--- src/rtl/alu.sv ---
// Registered WIDTH-bit MIPS execute-stage ALU (AND, OR, ADD, SUB, SLT) built from a ripple chain
// of 1-bit slices; result, zero and overflow are captured together one cycle after sampling.
module alu #(
  parameter int WIDTH = 4
) (
  input  logic             clk,
  input  logic             rst,
  input  logic [2:0]       op,
  input  logic [WIDTH-1:0] a,
  input  logic [WIDTH-1:0] b,
  output logic [WIDTH-1:0] result,
  output logic             zero,
  output logic             overflow
);

  localparam logic [2:0] OP_AND = 3'b000;
  localparam logic [2:0] OP_OR  = 3'b001;
  localparam logic [2:0] OP_ADD = 3'b010;
  localparam logic [2:0] OP_SUB = 3'b110;
  localparam logic [2:0] OP_SLT = 3'b111;

  // One slice: returns {carry_out, sum, or, and}; b is inverted when binv is set.
  function automatic logic [3:0] alu_slice(input logic ai, input logic bi,
                                           input logic cin, input logic binv);
    logic bb;
    bb = bi ^ binv;
    return {(ai & bb) | (ai & cin) | (bb & cin), ai ^ bb ^ cin, ai | bi, ai & bi};
  endfunction

  logic [WIDTH:0]   carry_s;
  logic [WIDTH-1:0] and_s;
  logic [WIDTH-1:0] or_s;
  logic [WIDTH-1:0] sum_s;
  logic             ovf_s;
  logic             set_s;
  logic [WIDTH-1:0] next_result_s;
  logic             next_ovf_s;
  logic [WIDTH-1:0] result_r;
  logic             zero_r;
  logic             overflow_r;

  // Ripple chain; op[2] both inverts b and supplies the +1 for subtraction.
  always_comb begin
    logic [3:0] slice_s;
    carry_s    = {(WIDTH+1){1'b0}};
    and_s      = {WIDTH{1'b0}};
    or_s       = {WIDTH{1'b0}};
    sum_s      = {WIDTH{1'b0}};
    slice_s    = 4'b0000;
    carry_s[0] = op[2];
    for (int i = 0; i < WIDTH; i++) begin
      slice_s      = alu_slice(a[i], b[i], carry_s[i], op[2]);
      and_s[i]     = slice_s[0];
      or_s[i]      = slice_s[1];
      sum_s[i]     = slice_s[2];
      carry_s[i+1] = slice_s[3];
    end
  end

  assign ovf_s = carry_s[WIDTH] ^ carry_s[WIDTH-1];
  // Correcting the sign bit with overflow gives a true signed a < b.
  assign set_s = sum_s[WIDTH-1] ^ ovf_s;

  // Operation select; reserved codes yield zero result and no overflow.
  always_comb begin
    next_result_s = {WIDTH{1'b0}};
    next_ovf_s    = 1'b0;
    case (op)
      OP_AND: next_result_s = and_s;
      OP_OR:  next_result_s = or_s;
      OP_ADD: begin
        next_result_s = sum_s;
        next_ovf_s    = ovf_s;
      end
      OP_SUB: begin
        next_result_s = sum_s;
        next_ovf_s    = ovf_s;
      end
      OP_SLT: next_result_s = {{(WIDTH-1){1'b0}}, set_s};
      default: begin
        next_result_s = {WIDTH{1'b0}};
        next_ovf_s    = 1'b0;
      end
    endcase
  end

  // Output stage; zero is computed from the incoming result, never from the stored one.
  always_ff @(posedge clk or posedge rst) begin
    if (rst) begin
      result_r   <= {WIDTH{1'b0}};
      zero_r     <= 1'b1;
      overflow_r <= 1'b0;
    end else begin
      result_r   <= next_result_s;
      zero_r     <= (next_result_s == {WIDTH{1'b0}});
      overflow_r <= next_ovf_s;
    end
  end

  assign result   = result_r;
  assign zero     = zero_r;
  assign overflow = overflow_r;

endmodule

--- config.mk ---
export PLATFORM = sky130hd
export DESIGN_NAME = alu
export DESIGN_NICKNAME = d
export VERILOG_FILES = /design/src/rtl/alu.sv
export SDC_FILE = /design/constraint.sdc
export NUM_CORES = 1
export LEC_CHECK = 0
export CAP_MARGIN = 30
export CORE_AREA = 2 2 39 41
export DETAILED_ROUTE_END_ITERATION = 8
export DIE_AREA = 0 0 41 43
export GPL_TIMING_DRIVEN = 0
export HOLD_SLACK_MARGIN = 0.12
export PLACE_DENSITY = 0.65
export SETUP_SLACK_MARGIN = 0.1
export SLEW_MARGIN = 20
export SYNTH_ARGS = -nofsm -noshare
export SYNTH_HDL_FRONTEND = slang
export SYNTH_SLANG_ARGS = --single-unit
--- constraint.sdc ---
create_clock -name clk -period 0.8 [get_ports clk]
set_input_delay 0.12 -clock clk [delete_from_list [all_inputs] [get_ports clk]]
set_output_delay 0.12 -clock clk [all_outputs]
set_load 0.02 [all_outputs]
==> results of run 1 <==
-- cells in the mapped netlist --
cell type  count  area [um^2]
o2bb2ai_1      2         17.5
nor4_2         1         12.5
fa_1           4         80.1
nand2b_1       1         6.26
buf_2          1         5.00
xnor2_1        2         17.5
inv_1          6         22.5
dfrtp_1        5          125
and4b_1        1         10.0
and2b_4        1         10.0
xor2_1         3         26.3
maj3_2         1         11.3
a221o_1        1         10.0
dfstp_2        1         26.3
mux2i_1        1         10.0
a22o_1         1         8.76
nor2_1         2         7.51
maj3_1         3         30.0
-- kinds of logic after synthesis --
logic type / Yosys count
adder cells (fa/ha/maj): 8
buffers and inverters: 7
AND/OR/NAND/NOR: 6
flip-flops: 6
AO/OA/AOI/OAI: 4
multiplexers: 1
XOR/XNOR: 5
-- what timing repair did --
item                                   in CTS  in global routing
endpoints found under the hold margin       5                  5
resized for setup                          59                  5
cloned                                      0                  0
setup endpoints to repair                  12                 12
buffers inserted                            4                  2
pin swaps                                   7                  5
-- through the flow --
step                power, uW  cells  TNS [ns]
CTS                      1150     78     -5.21
floorplan                 618     37     -5.13
global route             1250     80     -5.13
global placement          791     70     -9.65
finish                   1160     80     -4.59
detailed placement        794     70     -9.68
-- state kept, by name, indices dropped and copies added, names as in the netlist --
signal	flops
zero	1
result	4
overflow	1
-- power breakdown --
part | switching [uW] | leakage [uW] | total, uW | internal [uW]
registers | 15.8 | 0.0000755 | 366 | 350
logic | 213 | 0.000275 | 500 | 287
clock network | 102 | 0.0000150 | 291 | 188
-- cell type report --
type / count / area (um^2)
Buffer: 1 / 20.0
Sequential cell: 6 / 151
Timing Repair Buffer: 23 / 230
Inverter: 6 / 22.5
Fill cell: 125 / 599
Multi-Input combinational cell: 24 / 314
Tap cell: 16 / 20.0
Clock buffer: 4 / 26.3
-- path summary, 6_finish.rpt --
kind / slack, ns / cells past startpoint / startpoint / to
setup / recovery: -1.04 / 9 / b[1] / zero
hold / removal: 0.09 / 2 / rst / result[0]
min in group clk: 0.30 / 3 / b[1] / result[1]
max in group asynchronous: 0.46 / 2 / rst / zero
-- cells in the final DEF, fill, tap and decap left out, types with 2 or more instances in the layout --
| cell type | netlist | layout |
|---|---|---|
| dfrtp_1 | 5 | 5 |
| clkbuf_4 | 0 | 3 |
| maj3_1 | 3 | 3 |
| xor2_1 | 3 | 3 |
| buf_6 | 0 | 7 |
| buf_8 | 0 | 2 |
| inv_1 | 6 | 3 |
| clkdlybuf4s50_1 | 0 | 5 |
| inv_2 | 0 | 3 |
| fa_1 | 4 | 2 |
| fa_2 | 0 | 2 |
| nor2_1 | 2 | 2 |
| buf_4 | 0 | 6 |
-- per-layer routing --
metal,vias up,GRT usage,part of all wire
li1,181,-,-
met4,0,0.100,0.0083
met5,-,0,0
met1,156,0.119,0.37
met3,2,0.0366,0.077
met2,15,0.172,0.54
==> flow_summary.json, run 1 <==
{
  "outcome": "finished with violations",
  "failed_checks": "setup timing",
  "synth_top_family_by_area": "adder cells",
  "grt-ovfl-total": 0,
  "finalCritPeriodShare": 2.30,
  "place_hpwl_um": 646,
  "worstPathRequired_ns": 0.95,
  "core_area_mm2": 0.00138,
  "period_needed_ns": 1.84,
  "leakage_uw": 0.000365,
  "synth.distinct_cells": 18,
  "place_congestion": 0.683,
  "die_area_mm2": 0.00176,
  "path_buf_inv": 2,
  "grtUsageTotal": 0.114,
  "hp-class": "in2async",
  "p_per_area_mw_per_mm2": 1470,
  "slew_violations": 0,
  "hold_violations": 0,
  "rows": 14,
  "synth-simple-area-share": 0.106,
  "slew_headroom": 0.743,
  "wl_um": 727,
  "slowest_delay_ns": 0.36,
  "syn-mean-instance-area_um2": 11.8,
  "clock_sinks": 6,
  "layout-drive-gt1-share": 0.516,
  "vias_per_cell": 4.43,
  "cts-buffers-inserted": 3,
  "fin_nets": 82,
  "post-route-util": 0.567,
  "io_pins": 19,
  "worst_pin_slew_ns": 0.384,
  "cts_buffer_depth": 2,
  "vdd_drop_max_mv": 0.527,
  "drt_iter0_drc": 1,
  "antenna_found_initial": 0,
  "crit_family": "adder cells",
  "wire_per_inst_um": 9.09,
  "critPathLaunchType": "input port",
  "finalSetupViolations": 12,
  "synth_compound_area_frac": 0.0831,
  "diodes": 0,
  "initial_utilization": 0.316,
  "drc": 0,
  "fp.dieH_um": 43,
  "slowest_stage": "fa_2",
  "grt_first_pass_wirelength_um": 1310,
  "ant_nets": 0,
  "end_kind": "flop",
  "dr.pass1.iters": 4,
  "dp_slack_ns": -1.76,
  "ys_seq_elements": 6,
  "criticalPathCategory": "in2reg",
  "syn_to_final_growth_pct": 79.7,
  "clock.fmax_mhz": 544,
  "io_buffers": 17,
  "synth_nets": 54,
  "place_area_um2": 678,
  "netlist_area_um2": 437,
  "clk_pin_slew_worst_paths_ns": 0.05,
  "finalInstanceArea_um2": 785,
  "synth_fa_ha_area_frac": 0.278,
  "yosys_warnings": 0,
  "cts_root_buf": "clkbuf_4",
  "hold_slack_ns": 0.0863,
  "grt_max_degree": 8,
  "cap_violations": 0,
  "fin_ws_ns": -1.04,
  "synth_xor_area_frac": 0.100,
  "htreeDepth": 1,
  "vias": 354,
  "synth_mux_area_frac": 0.0229,
  "fp.dieW_um": 41,
  "cp_cell_sequence": "buf_8 -> xnor2_4 -> fa_2 -> fa_2 -> inv_2 -> fa_1 -> and4b_1 -> a221o_1 -> nor4_2",
  "seq_area_frac_synth": 0.347,
  "cts_tree": "yes",
  "rsz0062_at_grt": "yes",
  "grt_pass1_vias": 332,
  "crit_fanout": 2,
  "crit_arrival_ns": 1.99,
  "syn-instance-count": 37,
  "cpMostUsedCell": "fa_2"
}
Note: power is estimated with default switching activity, not from simulation.
==> inputs of run 2 (changes only) <==
Settings changed: ABC_AREA set to 1, PLACE_DENSITY 0.65 to 0.72.
==> flow_summary.json, run 2 <==
{
  "diodes": 0,
  "met3_usage": 0.0157,
  "crit_arrival_ns": 1.99,
  "syn-instance-count": 73,
  "met1_usage": 0.171,
  "wl_um": 1020,
  "cts_tree": "yes",
  "clock_sinks": 6,
  "path_buf_inv": 2,
  "drc": 0,
  "syn-mean-instance-area_um2": 7.23,
  "busiest_layer": "met2",
  "wire_per_inst_um": 8.64,
  "finalCritPeriodShare": 2.27,
  "seq_area_frac_synth": 0.287,
  "place_area_um2": 754,
  "core_area_mm2": 0.00138,
  "worst_pin_slew_ns": 0.271,
  "layout-drive-gt1-share": 0.412,
  "place_congestion": 0.808,
  "fin_tns_setup_ns": -5.00,
  "p_per_area_mw_per_mm2": 1390,
  "finalSetupViolations": 12,
  "worstPathRequired_ns": 0.97,
  "slew_violations": 0,
  "crit_family": "adder cells",
  "fin_ws_ns": -1.02,
  "fp.dieW_um": 41,
  "hold_slack_ns": 0.0895,
  "slew_headroom": 0.818,
  "vias": 530,
  "cts-buffers-inserted": 3,
  "grt_pass1_vias": 543,
  "fp.dieH_um": 43,
  "synth_ff_type": "dfrtp_1",
  "leakage_uw": 0.000477,
  "fin_nets": 120,
  "yosys.cell_count.top_type": "nand2_1",
  "largest_reg_flops": 4,
  "die_area_mm2": 0.00176,
  "drt_iter0_drc": 2,
  "synthTopCellsByArea": "dfrtp_1, fa_1, nand2_1",
  "final_cell_mix": "nand2_1, inv_1, buf_6, nand3_1, buf_4",
  "finalInstanceArea_um2": 861,
  "grt_max_degree": 8,
  "end_kind": "flop",
  "cts_buffer_depth": 2,
  "synth_commonest_cells": "nand2_1, inv_1, nand3_1, nor2_1, dfrtp_1",
  "synth_area_leader_cell": "dfrtp_1",
  "synth.distinct_cells": 17,
  "synth_top_area_frac": 0.237,
  "initial_utilization": 0.382,
  "grtUsageTotal": 0.159,
  "grt-ovfl-total": 0,
  "rows": 14,
  "cp_cell_sequence": "buf_12 -> xnor2_4 -> fa_2 -> fa_2 -> inv_2 -> fa_1 -> nand2_1 -> nand2_1 -> nor2_2 -> nand2_1 -> nor2_1",
  "place_hpwl_um": 824,
  "cts_root_buf": "clkbuf_4",
  "crit_fanout": 3,
  "slowest_delay_ns": 0.41,
  "period_needed_ns": 1.82,
  "ant_nets": 0,
  "io_pins": 19,
  "use_met2": 0.272,
  "htreeDepth": 1,
  "ys_seq_elements": 6,
  "slowest_stage": "fa_2",
  "vias_per_cell": 4.49,
  "criticalPathCategory": "in2reg",
  "yosys_warnings": 0,
  "rsz0062_at_grt": "yes",
  "worstSetupStartpoint": "op[2]",
  "antenna_found_initial": 0,
  "failed_checks": "setup timing",
  "vdd_drop_max_mv": 0.530,
  "cpMostUsedCell": "nand2_1",
  "cap_violations": 0,
  "outcome": "finished with violations",
  "io_buffers": 17,
  "synth_async_sr_flop_share": 1.00,
  "dr.pass1.iters": 2,
  "hp-class": "in2async",
  "critPathLaunchType": "input port",
  "synth_edf_count": 0,
  "hold_violations": 0,
  "netlist_area_um2": 528,
  "synth_nets": 90,
  "clk_pin_slew_worst_paths_ns": 0.05,
  "final_common_cell": "nand2_1",
  "syn_to_final_growth_pct": 63.0,
  "grt_first_pass_wirelength_um": 1940,
  "num-fill-cells": 132,
  "clock.fmax_mhz": 550
}
-- run 2: timing repair --
action | CTS | global route
pin swaps | 11 | 9
endpoints found under the hold margin | 5 | 3
resized for setup | 59 | 3
buffers inserted | 6 | 3
setup endpoints to repair | 12 | 12
-- run 2: worst max path at each step --
stage           end  slack (ns)  cells past startpoint
6_report       zero       -1.02                     11
5_1_grt        zero       -1.12                     11
4_1_cts        zero       -1.01                     11
3_5_place_dp   zero       -1.79                     11
3_3_place_gp   zero       -1.78                     11
2_1_floorplan  zero       -1.22                     11
-- run 2: cells by family (layout without fill, tap and decap cells) --
| group | count (synthesis) | count (layout) | synth area share |
|---|---|---|---|
| flip-flops | 6 | 6 | 0.287 |
| AO/OA/AOI/OAI | 2 | 2 | 0.0189 |
| buffers and inverters | 20 | 49 | 0.149 |
| XOR/XNOR | 4 | 4 | 0.0664 |
| adder cells (fa/ha/maj) | 4 | 4 | 0.152 |
| AND/OR/NAND/NOR | 37 | 37 | 0.327 |
-- run 2: per-stage QoR --
step                      setup WS [ns]  power (uW)   util  instances
final                             -1.02        1200  0.622        118
after global routing              -1.12        1290  0.622        118
after CTS                         -1.01        1190  0.603        115
after detailed placement          -1.79         829  0.545        106
after global placement            -1.78         817  0.545        106
after floorplan                   -1.22         641      -         73
-- run 2: area by class of cell --
type	instances	area, um^2	area share
inverter	19	71.3	0.0828
sequential	6	151	0.176
tap	16	20.0	0.0233
timing repair buffer	25	231	0.269
multi-input combinational	47	340	0.395
buffer	1	20.0	0.0233
clock buffer	4	26.3	0.0305
-- run 2: routing by layer --
metal,routed length (um),vias to the layer above
li1,-,267
met1,338,244
met2,613,17
met3,52,2
met4,15,0
met5,0,-
-- run 2: where the power goes --
part | switching, uW | total, uW | leakage, uW | internal [uW]
sequential | 17.2 | 368 | 0.0000755 | 351
clock | 102 | 290 | 0.0000150 | 188
combinational | 254 | 538 | 0.000387 | 284
total | 373 | 1200 | 0.000477 | 823
